### src/rtl/id_ex_stage.sv
// Decode-to-execute pipeline register with valid/ready handshake, load-use bubble insertion and branch flush.
// Optional macro WB_FORWARD_EN: forward writeback data into operands at capture and while the slot is held.
module id_ex_stage #(
    parameter int DATA_W = 32,
    parameter int REG_AW = 5,
    parameter int CNT_W  = 16
) (
    input  logic              clk,
    input  logic              rst_n,
    input  logic              id_valid,
    output logic              id_ready,
    input  logic [DATA_W-1:0] id_pc,
    input  logic [REG_AW-1:0] id_rs,
    input  logic [REG_AW-1:0] id_rt,
    input  logic [REG_AW-1:0] id_rd,
    input  logic [DATA_W-1:0] id_rdata1,
    input  logic [DATA_W-1:0] id_rdata2,
    input  logic [DATA_W-1:0] id_imm,
    input  logic [7:0]        id_ctrl,
    input  logic              flush,
    input  logic              wb_we,
    input  logic [REG_AW-1:0] wb_addr,
    input  logic [DATA_W-1:0] wb_data,
    output logic              ex_valid,
    input  logic              ex_ready,
    output logic [DATA_W-1:0] ex_pc,
    output logic [REG_AW-1:0] ex_rs,
    output logic [REG_AW-1:0] ex_rt,
    output logic [REG_AW-1:0] ex_rd,
    output logic [DATA_W-1:0] ex_rdata1,
    output logic [DATA_W-1:0] ex_rdata2,
    output logic [DATA_W-1:0] ex_imm,
    output logic [7:0]        ex_ctrl,
    output logic [CNT_W-1:0]  hazard_cnt
);

    localparam logic [REG_AW-1:0] REG_ZERO = {REG_AW{1'b0}};
    localparam logic [CNT_W-1:0]  CNT_MAX  = {CNT_W{1'b1}};
    localparam logic [CNT_W-1:0]  CNT_ONE  = {{(CNT_W-1){1'b0}}, 1'b1};

    logic              load_use_s;
    logic              capture_s;
    logic [DATA_W-1:0] cap_rdata1_s;
    logic [DATA_W-1:0] cap_rdata2_s;
    logic [DATA_W-1:0] hold_rdata1_s;
    logic [DATA_W-1:0] hold_rdata2_s;

    // Hazard detection and input-side handshake; ex_ctrl[5] is MemRead of the instruction in the slot.
    always_comb begin
        load_use_s = ex_valid & ex_ctrl[5] & (ex_rt != REG_ZERO) & id_valid &
                     ((ex_rt == id_rs) | (ex_rt == id_rt));
        id_ready   = rst_n & ~flush & ~load_use_s & (~ex_valid | ex_ready);
        capture_s  = id_valid & id_ready;
    end

`ifdef WB_FORWARD_EN
    function automatic logic [DATA_W-1:0] fwd_sel(
        input logic              we,
        input logic [REG_AW-1:0] waddr,
        input logic [DATA_W-1:0] wdata,
        input logic [REG_AW-1:0] raddr,
        input logic [DATA_W-1:0] rdata
    );
        if (we && (waddr != REG_ZERO) && (waddr == raddr)) begin
            fwd_sel = wdata;
        end else begin
            fwd_sel = rdata;
        end
    endfunction

    // Writeback bypass: read-during-write at capture, and writes landing while the slot is stalled.
    always_comb begin
        cap_rdata1_s  = fwd_sel(wb_we, wb_addr, wb_data, id_rs, id_rdata1);
        cap_rdata2_s  = fwd_sel(wb_we, wb_addr, wb_data, id_rt, id_rdata2);
        hold_rdata1_s = fwd_sel(wb_we, wb_addr, wb_data, ex_rs, ex_rdata1);
        hold_rdata2_s = fwd_sel(wb_we, wb_addr, wb_data, ex_rt, ex_rdata2);
    end
`else
    logic unused_wb_s;

    // Operands pass through untouched; the writeback port is not observed in this build.
    always_comb begin
        cap_rdata1_s  = id_rdata1;
        cap_rdata2_s  = id_rdata2;
        hold_rdata1_s = ex_rdata1;
        hold_rdata2_s = ex_rdata2;
        unused_wb_s   = ^{wb_we, wb_addr, wb_data};
    end
`endif

    // Slot register: flush beats capture, capture beats drain, otherwise hold (with optional bypass).
    always_ff @(posedge clk or negedge rst_n) begin
        if (!rst_n) begin
            ex_valid   <= 1'b0;
            ex_pc      <= {DATA_W{1'b0}};
            ex_rs      <= REG_ZERO;
            ex_rt      <= REG_ZERO;
            ex_rd      <= REG_ZERO;
            ex_rdata1  <= {DATA_W{1'b0}};
            ex_rdata2  <= {DATA_W{1'b0}};
            ex_imm     <= {DATA_W{1'b0}};
            ex_ctrl    <= 8'h00;
            hazard_cnt <= {CNT_W{1'b0}};
        end else if (flush) begin
            ex_valid <= 1'b0;
        end else if (capture_s) begin
            ex_valid  <= 1'b1;
            ex_pc     <= id_pc;
            ex_rs     <= id_rs;
            ex_rt     <= id_rt;
            ex_rd     <= id_rd;
            ex_rdata1 <= cap_rdata1_s;
            ex_rdata2 <= cap_rdata2_s;
            ex_imm    <= id_imm;
            ex_ctrl   <= id_ctrl;
        end else if (ex_valid && ex_ready) begin
            // A drain while the offer is blocked by load-use is exactly one inserted bubble.
            ex_valid <= 1'b0;
            if (load_use_s && (hazard_cnt != CNT_MAX)) begin
                hazard_cnt <= hazard_cnt + CNT_ONE;
            end else begin
                hazard_cnt <= hazard_cnt;
            end
        end else if (ex_valid) begin
            ex_rdata1 <= hold_rdata1_s;
            ex_rdata2 <= hold_rdata2_s;
        end else begin
            ex_valid <= 1'b0;
        end
    end

endmodule

### config.mk
export PLATFORM = sky130hd
export DESIGN_NAME = id_ex_stage
export DESIGN_NICKNAME = d
export VERILOG_FILES = /design/src/rtl/id_ex_stage.sv
export SDC_FILE = /design/constraint.sdc
export NUM_CORES = 1
export LEC_CHECK = 0
export CAP_MARGIN = 30
export CELL_PAD_IN_SITES_DETAIL_PLACEMENT = 0
export CELL_PAD_IN_SITES_GLOBAL_PLACEMENT = 1
export CORE_ASPECT_RATIO = 1.25
export CORE_MARGIN = 2
export CORE_UTILIZATION = 32
export DETAILED_ROUTE_END_ITERATION = 10
export GPL_ROUTABILITY_DRIVEN = 0
export PLACE_DENSITY = 0.82
export SETUP_SLACK_MARGIN = 0.1
export SYNTH_ARGS = -nofsm -noshare
export SYNTH_HDL_FRONTEND = slang
export SYNTH_SLANG_ARGS = --single-unit
### constraint.sdc
create_clock -name clk -period 3.5 [get_ports clk]
set_input_delay 0.7 -clock clk [delete_from_list [all_inputs] [get_ports clk]]
set_output_delay 0.7 -clock clk [all_outputs]
set_load 0.05 [all_outputs]
# After elaboration in Yosys (flattened, before gate mapping)
# Index checks and enable logic that the tools add are counted.
# classes
n_addsub,1
bitwise_logic,14
mux,4
n_eq_ne,3
reduce_logical,5
# op_table
op,n
$add 16x1->16 const B,1
$ne 16x16->1 const B,1
$eq 5x5->1,2
$and 1x1->1,8
$reduce_bool 5->1,1
$mux 1,4
$not 1->1,4
$reduce_and 4->1,1
$logic_and 1x1->1,2
$or 1x1->1,2
$reduce_and 2->1,1
# word_totals
regBits,168
output_inout_bits,169

# Depth between registers and ports, before layout
# logic_depth
ltp_word,10
ltp_mapped,8

# Worst setup path before layout
# Ideal clock, no wire load.
# synth_timing
kind,register to output
start,register ex_rt[1]
end,output id_ready
setup_slack_ns,0.527
required_time_ns,2.800
path_stages_with_launch,5
arrival_ns,2.273
path_cell_list,dfrtp_1 or4_1 o2111ai_2 nor2_4 nor2b_1
# synth_via
elab_chain_cells,7
word_cells_on_any_way,10
classes_between,eq/ne (2); bitwise (7); reduce/logical (1)
# synth_rtl
item,line,text
start: declaration,28,"output logic [REG_AW-1:0] ex_rt,"
start signal: assignment,110,ex_rt <= id_rt;
$reduce_bool 5->1,50,load_use_s = ex_valid & ex_ctrl[5] & (ex_rt != REG_ZERO) & id_valid &
$and 1x1->1 (2 in a row),50,
$and 1x1->1 (*),50,
$not 1->1 (*),52,id_ready = rst_n & ~flush & ~load_use_s & (~ex_valid | ex_ready);
$and 1x1->1 (*) (2 in a row),52,
end: declaration,11,"output logic id_ready,"
# Every way passes the cells marked *; elsewhere a longest branch is shown, timed or not.

# Final worst setup path
# layout_timing
start,input id_rs[2]
end,output id_ready
# layout_via
elab_chain_cells,6
# layout_rtl
item,line,text
start: declaration,13,"input logic [REG_AW-1:0] id_rs,"
$eq 5x5->1,51,((ex_rt == id_rs) | (ex_rt == id_rt));
$or 1x1->1,51,
$and 1x1->1,50,
$not 1->1,52,
$and 1x1->1 (2 in a row),52,
# No other way between the ends.

==> metrics.md <==
| Metric | Value |
|---|---|
| First-pass GRT wire length | `27100 µm` |
| Post-CTS setup buffer count | `0` |
| Seq/Total Area, Yosys | `0.636` |
| Fin crit share | `0.883` |
| Hold WC Path Type | `reg -> reg` |
| Hold wc startpoint | `ex_imm[12]` |
| Worst Path Required | `2800 ps` |
| Total routed wirelength | `17500 µm` |
| Cell chain of the critical path | `clkdlybuf4s50_1 -> xor2_1 -> nor3_1 -> a22oi_1 -> nor2_4 -> nor2b_1 -> buf_12` |
| Adder-cell share of the synthesized area | `0.00189` |
| Fillcell total | `1734` |
| Vias | `4617` |
| Core area | `20200 µm²` |
| Antenna Nets Post-Route | `0` |
| Most frequent cells in the layout | `322 x clkdlybuf4s50_1, 168 x dfrtp_1, 90 x mux2_1` |
| Dpl hpwl | `13400 µm` |
| Worst reg2reg path depth | `6` |
| Commonest non-fill, non-tap cell in the layout | `clkdlybuf4s50_1` |
| Synthesized instance count | `412` |
| CP arrival | `2390 ps` |
| Yosys Warn Count | `0` |
| Area growth, synth to finish | `62.8%` |
| CTS buffer count | `17` |
| Static Leak | `4.39 nW` |
| Share of layout cells above drive strength 1 | `0.144` |
| Worst flop-to-flop path startpoint | `ex_rt[1]` |
| Yosys reg bits | `168` |
| Top cells by area, synth | `dfrtp_1 64%, mux2_1 15%, mux2_2 11%, xnor2_1 2.0%, buf_6 1.5%` |
| WP buf/inv | `2` |
| Area leader, netlist | `dfrtp_1` |
| Reg2reg end | `ex_imm[10]` |
| Number of global-route vias before repair | `5000` |
| Worst-skew pair later-pin latency | `420 ps` |
| Maximum fanout along the worst path | `10` |
| Initial antenna violation count | `1` |
| Remaining Overflow, GRT | `0` |
| Max-cap violation count | `0` |
| Pin count of the biggest net entering global routing | `169` |
| CTS tree | `done` |
| CTS root buf | `clkbuf_16` |
| Slew headroom | `0.396` |
| Worst-margin pin slew | `906 ps` |
| Pre-Repair DR Iteration Count | `4` |
| Worst Hold End | `ex_imm[12]` |
| Fin nets | `944` |
| Max Slew Vio Count | `0` |
| Fin crit period | `3090 ps` |
| Synth cell types | `28` |
| CP Launch Type | `input port` |
| Die Y | `165 µm` |
| IO Count | `363` |
| FP Rows | `58` |
| Port bufs | `324` |
| GRT Total Usage | `0.159` |
| Maximum VDD drop | `0.324 mV` |
| Final Setup Violations | `0` |
| DIE WIDTH | `133 µm` |
| Synth Area in XOR/XNOR | `0.0331` |
| Crit-path max cell delay | `540 ps` |
| Final Hold Viols | `0` |
| Reg-to-reg setup timing slack | `970 ps` |
| Syn nets | `607` |
| Mapped Avg Cell Area | `16.1 µm²` |
| Fmax | `0.324 GHz` |
| Post-CTS sizing | `0` |
| RSZ-0062 raised after global routing | `false` |
| Complex-gate fraction of the synthesized area | `0.00624` |
| Synth Area in Simple Gates | `0.0407` |
| Avg Vias per Cell | `4.47` |
| CTS Hold Bufs | `0` |
| Initial Utilization | `0.328` |
| Die Area | `21800 µm²` |
| Setup_tns | `0 ps` |
| Initial DRC Count | `144` |
| Crit end category | `output port` |
| Largest delay contributor family on the critical path | `buffers and inverters` |
| Clock buffer depth | `2` |
| Outcome | `finished clean` |
| Final Util | `0.534` |
| Hold Path Stages | `1` |
| Clk sinks | `168` |
| H-tree Lvls | `4` |
| Largest family of logic cells by synthesized area | `multiplexers` |
| Post-synth top area share | `0.636` |
| Kind of critical path | `in -> out` |
| Pwr Total | `0.00702 W` |
| Worst Clk Skew | `8.46 ps` |
| # DRC | `0` |
| Multiplexer area fraction after synthesis | `0.259` |
| Cell Area, Synth | `6620 µm²` |
| Clock transition at path regs | `60 ps` |
| Pwr dens | `651 nW/µm²` |
| Wire per inst | `17.0 µm` |
| Slowest stage cell on the critical path | `clkdlybuf4s50_1` |
-- synthesized netlist by cell type, drive strengths merged --
cell / number
inv: 3
and3: 5
nor3b: 1
nand2: 3
or2: 1
nand3: 5
nor2b: 1
buf: 16
xnor2: 15
dfrtp: 168
nand4: 13
xor2: 10
o2111ai: 1
or4: 1
o32ai: 1
o211a: 1
ha: 1
a22oi: 1
nor2: 7
and4: 1
mux2: 152
nor3: 4
and3b: 1
-- worst reg2reg max path: stages (launching register included) --
cell,delay (ps)
dfrtp_1,430
or4_1,560
o2111ai_2,280
nor2_4,130
nor2_8,380
buf_12,260
mux2_2,370
-- metal layers --
metal  routed length (µm)  up-vias  global-route usage
li1                     -     2132                   -
met1                 6710     2254               0.181
met2                 9050      209               0.276
met3                 1460       22              0.0586
met4                  308        0              0.0567
met5                    0        -                   0
-- final cells by class --
cell class	count	area, µm²	share of cell area
well taps	270	338	0.0314
clock buffers	19	443	0.0411
multi-input cells	225	2250	0.209
inverters	3	11.3	0.00105
diodes	1	2.50	0.000232
flip-flops and latches	168	4200	0.390
clock inverters	13	114	0.0106
repair buffers	334	3400	0.316
-- worst max path at each step --
| stage | to | cells after the start | start |
|---|---|---|---|
| floorplan | id_ready | 4 | ex_rt[1] |
| global placement | ex_imm[10] | 8 | id_rs[2] |
| detailed placement | ex_imm[10] | 8 | id_rs[2] |
| CTS | id_ready | 7 | id_rs[2] |
| global route | id_ready | 7 | id_rs[2] |
| finish | id_ready | 7 | id_rs[2] |
-- metrics by stage --
stage	instances	worst slack [ps]	hold WS, ps	area (µm²)
after CTS	1032	380	489	10800
final	1033	409	482	10800
after global routing	1033	277	493	10800
after floorplan	412	527	404	6620
after detailed placement	1000	340	474	10200
after global placement	1000	349	466	10200
-- cells by family after synthesis --
group,count (synthesis)
flops,168
mux,152
simple gates,43
xor+xnor,25
buf+inv,19
compound gates,4
fa+ha+maj,1
-- flip-flops by register name, indices dropped and copies added (netlist names) --
name        cells
ex_ctrl         8
ex_pc          32
ex_rt           5
ex_rd           5
ex_imm         32
ex_rs           5
ex_rdata2      32
hazard_cnt     16
ex_valid        1
ex_rdata1      32
-- power breakdown --
group / internal (W) / total [W] / switching (W)
logic: 0.00102 / 0.00274 / 0.00173
clock network: 0.000947 / 0.00177 / 0.000822
registers: 0.00231 / 0.00250 / 0.000196
total: 0.00427 / 0.00702 / 0.00274
Note: power is estimated with default switching activity, not from simulation.
==> variant, RTL diff (config.mk and constraints unchanged) <==
Make the reset (`rst_n`) synchronous in one clocked block.
--- a/src/rtl/id_ex_stage.sv
+++ b/src/rtl/id_ex_stage.sv
@@ -89,7 +89,7 @@
 `endif
 
     // Slot register: flush beats capture, capture beats drain, otherwise hold (with optional bypass).
-    always_ff @(posedge clk or negedge rst_n) begin
+    always_ff @(posedge clk) begin
         if (!rst_n) begin
             ex_valid   <= 1'b0;
             ex_pc      <= {DATA_W{1'b0}};
Check against the original RTL: differs if rst_n is asserted again (counterexample within 4 cycles, from zero or initial values and one cycle with rst_n low); with rst_n held inactive, the same outputs for 4 cycles.
==> variant against the original RTL <==
Sequential share of layout area is 6.0 points lower. Final area is 5.4% lower. Worst setup slack better by 0.25 ns. Sequential cell count stayed put. Synthesized area is 6.1% lower. Routed wire length is 6.0% higher.
Power is not compared: it rests on default switching activity, and its combinational part moved more than twofold at a synthesized area within 25%.
==> variant: results (changes against the original RTL) <==
{| class="wikitable"
! Metric !! Value
|-
| Initial antenna violation count || 0 (-1)
|-
| Via density || 4.512 (+0.96%)
|-
| Via count of the first global-routing pass || 5591 (+12%)
|-
| Worst stage delay on the critical path || 0.51 ns (-0.03 ns)
|-
| Filler cells || 1821 (+5.0%)
|-
| Number of violations reported at the end of detailed-routing iteration 0 || 279 (+94%)
|-
| Maximum number of pins on one net before global-route repair || 173 (+2.4%)
|-
| Proportion of synthesized area in mux cells || 0.4833% (-25 points)
|-
| Met3 demand-to-capacity share in global routing || 5.896% (+0.034 points)
|-
| Final Hold Slack || 0.4454 ns (-0.03645 ns)
|-
| GR Util met1 || 19.88% (+1.7 points)
|-
| Met2 usage in global routing || 30.13% (+2.5 points)
|-
| Sum of net half-perimeters after detailed placement || 13.10 mm (-2.2%)
|-
| Nets in the synthesized netlist || 970 (+60%)
|-
| Share of the synthesized netlist area taken by xor and xnor gates || 1.973% (-1.3 points)
|-
| Setup clock skew after layout || 0.01187 ns (+0.003415 ns)
|-
| Synth Area in Adders || 0.2014% (+0.012 points)
|-
| Fmax || 352.5 MHz (+9.0%)
|-
| Synthesized-area fraction occupied by ao, oa, aoi and oai cells || 14.80% (+14 points)
|-
| Largest family of logic cells by synthesized area || simple AND/OR/NAND/NOR gates
|-
| Number of antenna diodes || 0 (-1)
|-
| Relative slew margins || 42.09% (+2.5 points)
|-
| Post-synthesis average cell area || 8.017 um2 (-50%)
|-
| Detailed Route WL || 18.59 mm (+6.0%)
|-
| Data arrival time at the worst-slack endpoint || 2.14 ns (-0.25 ns)
|-
| Final cell count without fillers || 1321 (+28%)
|-
| Ratio of cells with drive above 1 in the final layout || 4.240% (-10 points)
|-
| Global-route wire length before repair || 28.77 mm (+6.0%)
|-
| GR Util All Layers || 17.71% (+1.8 points)
|-
| Crit Path Max Fanout || 4 (-6)
|-
| Sequential-to-total area share from yosys stat || 54.13% (-9.4 points)
|-
| Total cell area at the placement stage || 0.009592 mm2 (-6.1%)
|-
| Status || finished clean
|-
| Share of flip-flops with an asynchronous set or reset || 0% (-100 points)
|}
==> variant: cell count changes after synthesis, sizes merged, moves of 8 or more <==
cell,change
dfrtp,-168
dfxtp,+168
o21ai,+156
mux2,-152
xor2,-10
nand2,+311
clkbuf,+33
nand2b,+8
==> variant: cell type report <==
cell class / count / area [um2] / share of cell area (%)
clock buffer: 21 / 460.4 / 4.519
clock inverter: 11 / 136.4 / 1.339
multi-input combinational: 554 / 2605 / 25.57
sequential: 168 / 3363 / 33.01
tap: 236 / 295.3 / 2.898
timing repair buffer: 331 / 3328 / 32.67
==> variant: cells by family (layout without fill, tap and decap cells) <==
logic type | count (synthesis) | in the layout
mux | 3 | 3
xor+xnor | 14 | 14
buf+inv | 53 | 363
flops | 168 | 168
fa+ha+maj | 1 | 1
simple gates | 365 | 365
compound gates | 171 | 171
==> variant: metal layers <==
layer	vias up	part of all wire, %	wire, um
li1	3118	-	-
met1	2609	41	7554
met2	199	49	9035
met3	35	7.7	1426
met4	0	3.1	575
met5	-	0	0
==> variant: path summary, 6_finish.rpt <==
check | cells past startpoint | startpoint | endpoint
hold reg to reg | 2 | ex_rd[0]$_SDFFE_PN0P_ | ex_rd[0]$_SDFFE_PN0P_
setup / recovery | 7 | id_rs[3] | id_ready
hold / removal | 2 | ex_rd[0]$_SDFFE_PN0P_ | ex_rd[0]$_SDFFE_PN0P_
setup reg to reg | 7 | ex_rt[4]$_SDFFE_PN0P_ | ex_imm[22]$_SDFFE_PN0P_
==> variant: power groups by stage <==
stage	registers (mW)	clock network, mW	logic, mW
2_1_floorplan	2.43	0	0.159
3_3_place_gp	2.10	0	0.894
3_5_place_dp	2.10	0	0.896
4_1_cts	2.06	1.97	0.899
5_1_grt	2.07	2.04	0.939
6_report	2.06	1.90	0.889
